$ cat src/rtl/rvx_bus_arbiter.sv
// rvx_bus_arbiter: shares one memory port between the instruction bus
// (read-only) and the data bus (read/write). Each port gets one capture
// slot. Grants are round-robin and only one memory transaction is
// outstanding at a time. Responses are routed back to the owning port
// combinationally.
module rvx_bus_arbiter #(
  parameter logic DBUS_FIRST = 1'b1
) (
  input  logic        clock,
  input  logic        reset,
  input  logic [31:0] ibus_address,
  input  logic        ibus_rrequest,
  output logic [31:0] ibus_rdata,
  output logic        ibus_rresponse,
  input  logic [31:0] dbus_address,
  input  logic        dbus_rrequest,
  input  logic        dbus_wrequest,
  input  logic [31:0] dbus_wdata,
  input  logic [3:0]  dbus_wstrobe,
  output logic [31:0] dbus_rdata,
  output logic        dbus_rresponse,
  output logic        dbus_wresponse,
  output logic [31:0] mem_address,
  output logic        mem_rrequest,
  output logic        mem_wrequest,
  output logic [31:0] mem_wdata,
  output logic [3:0]  mem_wstrobe,
  input  logic [31:0] mem_rdata,
  input  logic        mem_rresponse,
  input  logic        mem_wresponse
);

  localparam logic [1:0] IDLE   = 2'd0;
  localparam logic [1:0] BUSY_I = 2'd1;
  localparam logic [1:0] BUSY_D = 2'd2;

  logic [1:0]  state;
  logic [1:0]  state_next;
  logic        busy;
  logic        busy_write;   // type of the transaction currently on the memory port
  logic        last_grant;   // 1: dbus was granted last, 0: ibus

  // per-port capture slots
  logic        ibus_pending;
  logic [31:0] ibus_slot_address;
  logic        dbus_pending;
  logic        dbus_slot_write;
  logic [31:0] dbus_slot_address;
  logic [31:0] dbus_slot_wdata;
  logic [3:0]  dbus_slot_wstrobe;

  logic        ibus_new;
  logic        dbus_new;
  logic        owner_done;
  logic        free;
  logic        ibus_candidate;
  logic        dbus_candidate;
  logic        grant_i;
  logic        grant_d;

  // slot contents if pending, otherwise the request presented this cycle
  logic [31:0] ibus_src_address;
  logic        dbus_src_write;
  logic [31:0] dbus_src_address;
  logic [31:0] dbus_src_wdata;
  logic [3:0]  dbus_src_wstrobe;

  // response routing and memory-side request levels
  always_comb begin
    busy           = (state == BUSY_I) || (state == BUSY_D);
    ibus_rdata     = mem_rdata;
    dbus_rdata     = mem_rdata;
    ibus_rresponse = (state == BUSY_I) & mem_rresponse;
    dbus_rresponse = (state == BUSY_D) & ~busy_write & mem_rresponse;
    dbus_wresponse = (state == BUSY_D) & busy_write & mem_wresponse;
    mem_rrequest   = busy & ~busy_write & ~mem_rresponse;
    mem_wrequest   = busy & busy_write & ~mem_wresponse;
  end

  // capture qualification and round-robin arbitration
  always_comb begin
    owner_done     = ibus_rresponse | dbus_rresponse | dbus_wresponse;
    ibus_new       = ibus_rrequest &
                     (~(ibus_pending | (state == BUSY_I)) | ibus_rresponse);
    dbus_new       = (dbus_rrequest | dbus_wrequest) &
                     (~(dbus_pending | (state == BUSY_D)) | dbus_rresponse | dbus_wresponse);
    free           = ~busy | owner_done;
    ibus_candidate = ibus_pending | ibus_new;
    dbus_candidate = dbus_pending | dbus_new;
    grant_d        = free & dbus_candidate & (~ibus_candidate | ~last_grant);
    grant_i        = free & ibus_candidate & ~grant_d;

    ibus_src_address = ibus_pending ? ibus_slot_address : ibus_address;
    dbus_src_write   = dbus_pending ? dbus_slot_write   : dbus_wrequest;
    dbus_src_address = dbus_pending ? dbus_slot_address : dbus_address;
    dbus_src_wdata   = dbus_pending ? dbus_slot_wdata   : dbus_wdata;
    dbus_src_wstrobe = dbus_pending ? dbus_slot_wstrobe : dbus_wstrobe;

    state_next = state;
    if (free) begin
      if (grant_i)      state_next = BUSY_I;
      else if (grant_d) state_next = BUSY_D;
      else              state_next = IDLE;
    end
  end

  // FSM, grant history and issued memory transaction registers
  always_ff @(posedge clock or posedge reset) begin
    if (reset) begin
      state       <= IDLE;
      busy_write  <= 1'b0;
      last_grant  <= ~DBUS_FIRST;
      mem_address <= '0;
      mem_wdata   <= '0;
      mem_wstrobe <= '0;
    end else begin
      state <= state_next;
      if (grant_i) begin
        last_grant  <= 1'b0;
        busy_write  <= 1'b0;
        mem_address <= ibus_src_address;
      end else if (grant_d) begin
        last_grant  <= 1'b1;
        busy_write  <= dbus_src_write;
        mem_address <= dbus_src_address;
        mem_wdata   <= dbus_src_wdata;
        mem_wstrobe <= dbus_src_wstrobe;
      end
    end
  end

  // per-port capture slots; a slot drains when its contents are granted
  always_ff @(posedge clock or posedge reset) begin
    if (reset) begin
      ibus_pending      <= 1'b0;
      ibus_slot_address <= '0;
      dbus_pending      <= 1'b0;
      dbus_slot_write   <= 1'b0;
      dbus_slot_address <= '0;
      dbus_slot_wdata   <= '0;
      dbus_slot_wstrobe <= '0;
    end else begin
      if (grant_i) begin
        ibus_pending <= 1'b0;
      end else if (ibus_new) begin
        ibus_pending      <= 1'b1;
        ibus_slot_address <= ibus_address;
      end
      // a simultaneous load+store request is kept as the store only
      if (grant_d) begin
        dbus_pending <= 1'b0;
      end else if (dbus_new) begin
        dbus_pending      <= 1'b1;
        dbus_slot_write   <= dbus_wrequest;
        dbus_slot_address <= dbus_address;
        dbus_slot_wdata   <= dbus_wdata;
        dbus_slot_wstrobe <= dbus_wstrobe;
      end
    end
  end

endmodule

$ cat config.mk
export PLATFORM = sky130hd
export DESIGN_NAME = rvx_bus_arbiter
export DESIGN_NICKNAME = d
export VERILOG_FILES = /design/src/rtl/rvx_bus_arbiter.sv
export SDC_FILE = /design/constraint.sdc
export NUM_CORES = 1
export LEC_CHECK = 0
export ABC_AREA = 1
export CAP_MARGIN = 20
export CORE_ASPECT_RATIO = 1.2
export CORE_MARGIN = 2
export CORE_UTILIZATION = 42
export DETAILED_ROUTE_END_ITERATION = 6
export PLACE_DENSITY = 0.73
export SYNTH_ARGS = -nofsm -noshare
export SYNTH_HDL_FRONTEND = slang
export SYNTH_SLANG_ARGS = --single-unit
$ cat constraint.sdc
create_clock -name clock -period 15.63 [get_ports clock]
set_input_delay 3.9075 -clock clock [delete_from_list [all_inputs] [get_ports clock]]
set_output_delay 3.9075 -clock clock [all_outputs]
set_load 0.01 [all_outputs]
==> out/metrics.yaml <==
status: "finished, final reports clean"
critPathCaptureType: "primary output"
stdcell_count: 1474
p_leak_nw: 5.35
placed_cells_incl_taps: 1439
r2r_start: "ibus_pending"
area_growth_syn_to_layout_pct: 23.1
multiInputGateArea_um2: 3300
synthMuxAreaShare_pct: 1.59
clk_pin_slew_ps: 60
place_hpwl_mm: 13.6
drtAntennaViolNets: 0
rows: 58
drive_gt1_share_pct: 6.31
finalSetupViolCount: 0
drt_iter0_markers: 452
hp-start: "ibus_slot_address[17]"
grt_max_degree: 112
ir_drop_mv: 0.128
portBuffers: 179
wl_met3_mm: 1.36
period_needed_ps: 9160
ys_top_cells_by_area: "dfrtp_1, nand2_1, o21ai_0"
drc: 0
die_h_um: 163
relSlewSlack_pct: 33.1
vias: 7299
layout_common_cells: "nand2_1, clkdlybuf4s50_1, dfrtp_1, o21ai_0, nand3_1"
wire_per_inst_um: 14.8
fill_cells: 1942
cts-hold-fix-buffers: 0
antenna_cells: 0
final_util_pct: 52.2
wl_met2_mm: 10.0
numCtsBuffers: 17
nNetsFinal: 1333
ioPinCount: 276
routed_wl_mm: 21.8
fin_area_um2: 10900
hold_class: "reg -> reg"
htree_levels: 4
vias_per_cell: 4.95
ys_ff_latch: 175
worstMarginPinSlew_ps: 1000
holdWs_ps: 472
cts.path.max_buffers: 2
fin_skew_ps: 10.6
clk_latency_ps: 430
core_um2: 20800
grt_pass1_vias: 7057
final_common_cell: "nand2_1"
gp_congestion: 0.767
top_layer_used: "met4"
totalPowerFinal_mw: 2.53
cts_sinks: 175
worstPathArrival_ps: 5260
synth_nets: 1258
cts_root_buf: "clkbuf_16"
maxCapViolCount: 0
pre_cts_slack_ps: 6430
wl_met1_mm: 9.91
yosysTopAreaCellShare_pct: 49.6
yosysTopAreaCell: "dfrtp_1"
synth_cell_types: 25
period_share_pct: 58.6
tritoncts: "built"
synthAdderAreaFrac_pct: 0.425
worst_slack_ps: 6470
yosys.area_share.simple_pct: 26.0
die_x_um: 136
crit_fanout: 4
place_area_um2: 10200
crit_start: "mem_rresponse"
fmax_ghz: 0.109
grtUsageTotal_pct: 20.3
power.density_nw_per_um2: 233
syn-cell-area_um2: 8830
regArea_um2: 4380
antenna_found_initial: 1
cts_setup_buffers: 0
gr-total-overflow: 0
hold_viol: 0
initial_core_util_pct: 42.4
syn_area_per_cell_um2: 7.92
path_class: "in -> out"
synth-seq-area-share_pct: 49.6
synthXorXnorAreaFrac_pct: 0
postSynthCellCount: 1116
grt_pass1_wl_mm: 35.8
synth_compound_area_share_pct: 9.29
worstPathRequired_ps: 11720
die_area_um2: 22200
rsz0062_at_grt: "false"
start_kind: "input port"
dr.pass1.iters: 5
synth_top_family_by_area: "simple AND/OR/NAND/NOR gates"
setup-tns-final_ps: 0
ys_warn_count: 0
drv_slew: 0
post_cts_resized: 0
-- synth_stat cells (all sizes together) --
cell type / count
a21boi: 1
nand2: 425
buf: 112
a21oi: 14
nor3: 2
nand3: 108
dfrtp: 175
or2: 1
clkbuf: 20
mux2i: 14
nor2: 15
o21ai: 141
inv: 85
ha: 3
-- final cells by class --
class / instances / area share [%]
multi-input cells: 724 / 30.3
flip-flops and latches: 175 / 40.3
well taps: 270 / 3.11
inverters: 85 / 2.98
clock buffers: 19 / 4.07
repair buffers: 188 / 17.6
clock inverters: 13 / 1.63
-- final timing paths --
kind / to / slack, ps / cells past startpoint
min in group asynchronous: mem_wdata[15] / 3760 / 2
min reg2reg: ibus_slot_address[17] / 470 / 2
max reg2reg: ibus_slot_address[0] / 11410 / 10
max in group asynchronous: dbus_pending / 10200 / 4
min: ibus_slot_address[17] / 470 / 2
max: mem_rrequest / 6470 / 3
-- routing by layer --
metal / vias up / GRT usage, %
met5: - / 0
met4: 0 / 8.10
met3: 52 / 4.36
met2: 218 / 32.2
met1: 3421 / 27.2
li1: 3608 / -
-- cells by family (layout without fill, tap and decap cells) --
group	Yosys count	in the layout
AND/OR/NAND/NOR	551	551
adder cells (fa/ha/maj)	3	3
flip-flops	175	175
multiplexers	14	14
buffers and inverters	217	305
AO/OA/AOI/OAI	156	156
-- worst max-delay path, cell delays in order --
cell	delay [ps]
clkdlybuf4s50_1	490
nor3_1	280
clkdlybuf4s50_1	580
-- power by group --
group          internal, mW  switching (mW)
clock                 0.260           0.190
combinational         0.479           0.766
sequential            0.690           0.148
total                  1.43            1.10
-- registers in the layout, indices dropped and copies added, names as in the netlist, 2 cells and up --
signal             flops
mem_address           32
dbus_slot_wdata       32
mem_wdata             32
ibus_slot_address     32
state                  2
dbus_slot_address     32
dbus_slot_wstrobe      4
mem_wstrobe            4
Power figures use the tool's default switching activity.
